### src/rtl/devinfo_pkg.sv
// Shared definitions for the UltraScale device-information register map.
package devinfo_pkg;

   // Register byte offsets within the device-info completer.
   typedef enum logic [7:0] {
      REG_STATUS   = 8'h00,
      REG_IDCODE   = 8'h04,
      REG_SERIAL_0 = 8'h08,
      REG_SERIAL_1 = 8'h0c,
      REG_SERIAL_2 = 8'h10,
      REG_USERCODE = 8'h14
   } regid_t;

   // STATUS register bit positions.
   localparam int unsigned IDCODE_VALID = 0;
   localparam int unsigned SERIAL_VALID = 1;

   // err_code values.
   localparam logic [1:0] ERR_NONE    = 2'd0;
   localparam logic [1:0] ERR_PSLVERR = 2'd1;
   localparam logic [1:0] ERR_TIMEOUT = 2'd2;

   // Next register in the read sequence; wraps to STATUS after USERCODE.
   function automatic regid_t next_reg(input regid_t r);
      unique case (r)
         REG_STATUS:   next_reg = REG_IDCODE;
         REG_IDCODE:   next_reg = REG_SERIAL_0;
         REG_SERIAL_0: next_reg = REG_SERIAL_1;
         REG_SERIAL_1: next_reg = REG_SERIAL_2;
         REG_SERIAL_2: next_reg = REG_USERCODE;
         default:      next_reg = REG_STATUS;
      endcase
   endfunction

endpackage

### src/rtl/apb_devinfo_reader_if.sv
// APB bus between the device-info reader (requester) and completer.
interface APB #(
   parameter int unsigned DATA_WIDTH = 32
) (
   input logic pclk,
   input logic preset_n
);

   logic [31:0]           paddr;
   logic                  psel;
   logic                  penable;
   logic                  pwrite;
   logic [DATA_WIDTH-1:0] pwdata;
   logic [DATA_WIDTH-1:0] prdata;
   logic                  pready;
   logic                  pslverr;

   modport requester (
      input  pclk, preset_n, prdata, pready, pslverr,
      output paddr, psel, penable, pwrite, pwdata
   );

   modport completer (
      input  pclk, preset_n, paddr, psel, penable, pwrite, pwdata,
      output prdata, pready, pslverr
   );

endinterface

### src/rtl/apb_devinfo_reader.sv
// APB requester that polls device-info STATUS, then reads IDCODE,
// die serial and USERCODE into registered outputs.
module apb_devinfo_reader
   import devinfo_pkg::*;
#(
   parameter logic [31:0] BASE_ADDR     = 32'h0,
   parameter bit          AUTO_START    = 1'b1,
   parameter int unsigned POLL_INTERVAL = 1024,
   parameter int unsigned MAX_POLLS     = 4096
) (
   input  logic         pclk,
   input  logic         preset_n,
   APB.requester        apb,
   input  logic         start,
   output logic         busy,
   output logic         done,
   output logic         err,
   output logic [1:0]   err_code,
   output logic [31:0]  idcode,
   output logic [95:0]  die_serial,
   output logic [31:0]  usercode
);

   localparam int unsigned PW = $clog2(MAX_POLLS + 1);
   localparam int unsigned WW = $clog2(POLL_INTERVAL + 1);

   if ($bits(apb.prdata) != 32) begin : g_width_check
      $error("apb_devinfo_reader requires an APB DATA_WIDTH of 32");
   end

   typedef enum logic [2:0] {
      S_IDLE, S_SETUP, S_ACCESS, S_WAIT, S_DONE, S_ERROR
   } state_t;

   state_t        state_q, state_d;
   regid_t        idx_q, idx_d;
   logic [PW-1:0] polls_q, polls_d;
   logic [WW-1:0] wait_q, wait_d;
   logic          auto_q;
   logic          launch;
   logic          psel_q, psel_d, penable_q, penable_d;
   logic [31:0]   paddr_q, paddr_d;
   logic          busy_d, done_d, err_d;
   logic [1:0]    code_d;
   logic [31:0]   id_d, uc_d;
   logic [95:0]   ser_d;

   assign apb.psel    = psel_q;
   assign apb.penable = penable_q;
   assign apb.paddr   = paddr_q;
   assign apb.pwrite  = 1'b0;
   assign apb.pwdata  = '0;

   // State and output registers; reset drops psel asynchronously.
   always_ff @(posedge pclk or negedge preset_n) begin
      if (!preset_n) begin
         state_q    <= S_IDLE;
         idx_q      <= REG_STATUS;
         polls_q    <= '0;
         wait_q     <= '0;
         auto_q     <= AUTO_START;
         psel_q     <= 1'b0;
         penable_q  <= 1'b0;
         paddr_q    <= '0;
         busy       <= 1'b0;
         done       <= 1'b0;
         err        <= 1'b0;
         err_code   <= ERR_NONE;
         idcode     <= '0;
         die_serial <= '0;
         usercode   <= '0;
      end else begin
         state_q    <= state_d;
         idx_q      <= idx_d;
         polls_q    <= polls_d;
         wait_q     <= wait_d;
         auto_q     <= 1'b0;
         psel_q     <= psel_d;
         penable_q  <= penable_d;
         paddr_q    <= paddr_d;
         busy       <= busy_d;
         done       <= done_d;
         err        <= err_d;
         err_code   <= code_d;
         idcode     <= id_d;
         die_serial <= ser_d;
         usercode   <= uc_d;
      end
   end

   // Next-state, bus control and captured-field logic.
   always_comb begin
      state_d = state_q;
      idx_d   = idx_q;
      polls_d = polls_q;
      wait_d  = wait_q;
      busy_d  = busy;
      done_d  = done;
      err_d   = err;
      code_d  = err_code;
      id_d    = idcode;
      ser_d   = die_serial;
      uc_d    = usercode;
      paddr_d = paddr_q;
      launch  = 1'b0;

      unique case (state_q)
         S_IDLE:          launch = start || auto_q;
         S_DONE, S_ERROR: launch = start;
         S_SETUP:         state_d = S_ACCESS;
         S_ACCESS: begin
            if (apb.pready) begin
               if (apb.pslverr) begin
                  code_d  = ERR_PSLVERR;
                  busy_d  = 1'b0;
                  err_d   = 1'b1;
                  state_d = S_ERROR;
               end else if (idx_q == REG_STATUS) begin
                  polls_d = polls_q + 1'b1;
                  if (apb.prdata[IDCODE_VALID] && apb.prdata[SERIAL_VALID]) begin
                     idx_d   = REG_IDCODE;
                     state_d = S_SETUP;
                  end else if (polls_d >= PW'(MAX_POLLS)) begin
                     code_d  = ERR_TIMEOUT;
                     busy_d  = 1'b0;
                     err_d   = 1'b1;
                     state_d = S_ERROR;
                  end else begin
                     wait_d  = '0;
                     state_d = S_WAIT;
                  end
               end else begin
                  unique case (idx_q)
                     REG_IDCODE:   id_d          = apb.prdata;
                     REG_SERIAL_0: ser_d[95:64]  = apb.prdata;
                     REG_SERIAL_1: ser_d[63:32]  = apb.prdata;
                     REG_SERIAL_2: ser_d[31:0]   = apb.prdata;
                     default:      uc_d          = apb.prdata;
                  endcase
                  if (idx_q == REG_USERCODE) begin
                     busy_d  = 1'b0;
                     done_d  = 1'b1;
                     state_d = S_DONE;
                  end else begin
                     idx_d   = next_reg(idx_q);
                     state_d = S_SETUP;
                  end
               end
            end
         end
         S_WAIT: begin
            if (wait_q == WW'(POLL_INTERVAL - 1)) begin
               idx_d   = REG_STATUS;
               state_d = S_SETUP;
            end else begin
               wait_d = wait_q + 1'b1;
            end
         end
         default: state_d = S_IDLE;
      endcase

      if (launch) begin
         done_d  = 1'b0;
         err_d   = 1'b0;
         code_d  = ERR_NONE;
         polls_d = '0;
         busy_d  = 1'b1;
         idx_d   = REG_STATUS;
         state_d = S_SETUP;
      end

      // Address is loaded on entry to SETUP and held through ACCESS.
      if (state_d == S_SETUP) paddr_d = BASE_ADDR + 32'(idx_d);
      psel_d    = (state_d == S_SETUP) || (state_d == S_ACCESS);
      penable_d = (state_d == S_ACCESS);
   end

endmodule

### src/flat_wrapper.sv
// flat-port wrapper written by rule: the top's interface ports become plain ports
module apb_devinfo_reader_flat import devinfo_pkg::*;
#(
   parameter logic [31:0] BASE_ADDR     = 32'h0,
   parameter bit          AUTO_START    = 1'b1,
   parameter int unsigned POLL_INTERVAL = 1024,
   parameter int unsigned MAX_POLLS     = 4096
)
  (pclk, preset_n, start, busy, done, err, err_code, idcode, die_serial, usercode, apb_prdata, apb_pready, apb_pslverr, apb_paddr, apb_psel, apb_penable, apb_pwrite, apb_pwdata);
  APB #(.DATA_WIDTH(32)) apb_i (.pclk(pclk), .preset_n(preset_n));
  input  logic pclk;
  input  logic preset_n;
  input  logic start;
  output logic busy;
  output logic done;
  output logic err;
  output logic [1:0] err_code;
  output logic [31:0] idcode;
  output logic [95:0] die_serial;
  output logic [31:0] usercode;
  input wire logic [$bits(apb_i.prdata)-1:0] apb_prdata;
  input wire logic [$bits(apb_i.pready)-1:0] apb_pready;
  input wire logic [$bits(apb_i.pslverr)-1:0] apb_pslverr;
  output wire logic [$bits(apb_i.paddr)-1:0] apb_paddr;
  output wire logic [$bits(apb_i.psel)-1:0] apb_psel;
  output wire logic [$bits(apb_i.penable)-1:0] apb_penable;
  output wire logic [$bits(apb_i.pwrite)-1:0] apb_pwrite;
  output wire logic [$bits(apb_i.pwdata)-1:0] apb_pwdata;
  assign apb_i.prdata = apb_prdata;
  assign apb_i.pready = apb_pready;
  assign apb_i.pslverr = apb_pslverr;
  assign apb_paddr = apb_i.paddr;
  assign apb_psel = apb_i.psel;
  assign apb_penable = apb_i.penable;
  assign apb_pwrite = apb_i.pwrite;
  assign apb_pwdata = apb_i.pwdata;
  apb_devinfo_reader #(.BASE_ADDR(BASE_ADDR), .AUTO_START(AUTO_START), .POLL_INTERVAL(POLL_INTERVAL), .MAX_POLLS(MAX_POLLS)) u_core (.pclk(pclk), .preset_n(preset_n), .apb(apb_i), .start(start), .busy(busy), .done(done), .err(err), .err_code(err_code), .idcode(idcode), .die_serial(die_serial), .usercode(usercode));
endmodule
### config.mk
export PLATFORM = sky130hd
export DESIGN_NAME = apb_devinfo_reader_flat
export DESIGN_NICKNAME = d
export VERILOG_FILES = /design/src/rtl/devinfo_pkg.sv /design/src/rtl/apb_devinfo_reader_if.sv /design/src/rtl/apb_devinfo_reader.sv /design/src/flat_wrapper.sv
export SDC_FILE = /design/constraint.sdc
export NUM_CORES = 1
export LEC_CHECK = 0
export ABC_AREA = 1
export CAP_MARGIN = 15
export CORE_MARGIN = 5
export CORE_UTILIZATION = 51
export CTS_BUF_LIST = sky130_fd_sc_hd__clkbuf_8
export DETAILED_ROUTE_END_ITERATION = 7
export DONT_BUFFER_PORTS = 1
export PLACE_DENSITY_LB_ADDON = 0.15
export REMOVE_ABC_BUFFERS = 1
export SLEW_MARGIN = 15
export SYNTH_ARGS = -nofsm -noshare
export SYNTH_HDL_FRONTEND = slang
export SYNTH_SLANG_ARGS = --single-unit
### constraint.sdc
create_clock -name pclk -period 1.87 [get_ports pclk]
set_input_delay 0.374 -clock pclk [delete_from_list [all_inputs] [get_ports pclk]]
set_output_delay 0.374 -clock pclk [all_outputs]
set_load 0.005 [all_outputs]
==> impl_metrics.toml <==
[synthesis]
synth-seq-cells = 211
synth-main-ff-cell = "dfrtp_1"
syn_area_sq_um = 9040
yosysWarnings = 0
ys_async_sr_fraction = 1.00
syn_inst = 933
avgSynthCellArea_sq_um = 9.69
synth.lib_cells_used.distinct = 40
yosysSeqAreaShare = 0.584
synth_edf_count = 0

[timing]
slew_violations = 0
holdWs_ns = -0.435
setup_viol = 0
clock.fmax_mhz = 560
fin_crit_ns = 1.79
min_period_over_period = 0.955
fin_skew_ns = 0.0172
tightest_slew_ns = 0.526
final.setup.tns_ns = 0
hold_viol_final = 211
maxSlewHeadroom = 0.649
setup_slack_ns = 0.0843

[floorplan]
core_sq_um = 17400
rows = 48
pin_count = 269
die_w_um = 143
die_h_um = 143
initial_core_util = 0.521
dieArea_sq_um = 20500

[clock_network]
clkTransAtPathRegs_ns = 0.06
cts.sinks = 211
clock_path_buffers = 3
cts_tree = "built"
cts_root_buf = "clkbuf_8"
clock_latency_ns = 0.51
cts_max_level = 2
numCtsBuffers = 36

[grt]
antenna_found_initial = 0
grt_overflow = 0
grt_pass1_wl_mm = 33.9
grt_max_degree = 212
grt_util_all_layers = 0.208
grt_pass1_vias = 6178

[placement]
hpwl_mm = 14.8
routabilityCongestion = 0.845
dp.cells = 1149
place_ws_ns = 0.0475
numPortBuffers = 0

[final_layout]
syn_to_final_growth_pct = 11.9
drive_gt1_frac = 0.175
layout.cells.non_filler = 1225
fin_nets = 1011
final_common_cell = "nand2_1"
mostFrequentLayoutCells = "222 x nand2_1, 209 x dfrtp_1, 110 x o21ai_0"
antennaDiodeCount = 0

[routing]
drc = 0
vias = 6082
vias_per_cell = 4.96
ant_nets = 0
wire_per_inst_um = 17.4
drt-pass1-iter-count = 5
wirelength_mm = 21.3
drt_iter0_drc = 264

[outcome]
violations = "hold timing"
outcome = "finished, violations left"

[power]
p_per_area_nw_per_um2 = 1320
ir_drop_uv = 848
power_leakage_nw = 5.01

[job]
max_cap_violations = 0

[worst_hold_path]
hp-class = "in -> async"

[setup_path]
start_kind = "flip-flop"
critPathCaptureType = "flip-flop"
worstSetupPathType = "reg -> reg"
arrival_ns = 2.16
path_max_fanout = 5
crit_required_ns = 2.25
[synthesized netlist by cell type (3+ instances only)]
| cell type | n | area (sq um) |
|---|---|---|
| a21boi_1 | 5 | 37.5 |
| a21oi_1 | 12 | 60.1 |
| buf_2 | 18 | 90.1 |
| buf_4 | 61 | 458 |
| buf_6 | 7 | 78.8 |
| clkbuf_1 | 5 | 18.8 |
| dfrtp_1 | 210 | 5260 |
| inv_1 | 63 | 236 |
| inv_2 | 6 | 22.5 |
| nand2_1 | 225 | 845 |
| nand2_2 | 11 | 68.8 |
| nand2_4 | 6 | 67.6 |
| nand3_1 | 29 | 145 |
| nand4_1 | 6 | 37.5 |
| nor2_1 | 40 | 150 |
| nor2_2 | 6 | 37.5 |
| nor2_4 | 4 | 45.0 |
| nor3_1 | 11 | 55.1 |
| o21ai_0 | 113 | 566 |
| o21ai_1 | 30 | 150 |
| o21ai_2 | 34 | 298 |
| o22ai_1 | 3 | 18.8 |
| xnor2_1 | 3 | 26.3 |
| xor2_1 | 5 | 43.8 |
[area by class of cell]
| class | count | area, sq um |
|---|---|---|
| sequential | 211 | 5280 |
| inverter | 69 | 264 |
| fill | 1535 | 7240 |
| timing repair buffer | 35 | 373 |
| tap | 225 | 282 |
| clock buffer | 48 | 661 |
| multi-input combinational | 619 | 3130 |
| clock inverter | 18 | 133 |
[metal layers]
| metal | global-route usage | vias to the layer above | share of wire |
|---|---|---|---|
| met1 | 0.265 | 2855 | 0.40 |
| met2 | 0.323 | 205 | 0.48 |
| met5 | 0 | - | 0 |
| met4 | 0.0570 | 0 | 0.017 |
| met3 | 0.0954 | 27 | 0.10 |
| li1 | - | 2995 | - |
[registers in the layout (all words and copies together) (netlist names), 3 cells and up]
register           cells
u_core.wait_q         11
u_core.idx_q           8
u_core.state_q         3
u_core.die_serial     96
u_core.polls_q        13
u_core.usercode       32
u_core.idcode         32
u_core.apb.paddr       8
[worst max-delay path: stages, from the launching register on]
cell and delay [ns]:
dfrtp_1 0.40, ha_2 0.22, nand2_2 0.08, nor2_4 0.13
nand3_1 0.10, nand2_2 0.08, inv_1 0.07, nor2_2 0.15
o21ai_4 0.08, nor2_4 0.15, buf_6 0.13, a21boi_1 0.06
[report_power, final]
group / switching (W) / total [W] / internal [W]
logic: 0.00174 / 0.00280 / 0.00106
clock network: 0.00181 / 0.00439 / 0.00258
registers: 0.000776 / 0.00615 / 0.00537
total: 0.00433 / 0.0133 / 0.00901
[repair_timing]
action	4_1_cts	5_1_grt
gates resized for setup	0	20
buffers inserted	0	9
setup endpoints to repair	0	36
endpoints found under the hold margin	211	212
[per-stage QoR]
step | total power, W | utilization | instance area [sq um] | hold slack [ns]
final | 0.0133 | 0.583 | 10100 | -0.435
after global routing | 0.0142 | 0.583 | 10100 | -0.489
after CTS | 0.0132 | 0.575 | 9970 | -0.468
after detailed placement | 0.00879 | 0.529 | 9180 | 0.0861
after global placement | 0.00873 | 0.529 | 9180 | 0.0856
after floorplan | 0.00792 | - | 8610 | 0.0784
[logic make-up after synthesis]
family / synth area share
AO/OA/AOI/OAI: 0.129
XOR/XNOR: 0.00775
adder cells (fa/ha/maj): 0.00277
buffers and inverters: 0.100
flip-flops: 0.584
other: 0.000415
AND/OR/NAND/NOR: 0.176
[path summary, 6_finish.rpt]
kind                            slack [ns]  cells after the start                  end             start
worst min-delay path                 -0.44                      0   u_core.polls_q[10]          preset_n
worst max-delay path                  0.08                     11  u_core.apb.paddr[6]  u_core.wait_q[1]
min in group pclk                     0.09                      2  u_core.usercode[17]    apb_prdata[17]
max in group asynchronous             1.84                      0  u_core.apb.paddr[0]          preset_n
worst max register to register        0.08                     11  u_core.apb.paddr[6]  u_core.wait_q[1]
worst min register to register        0.51                      1     u_core.wait_q[0]  u_core.wait_q[0]
Power figures use the tool's default switching activity.
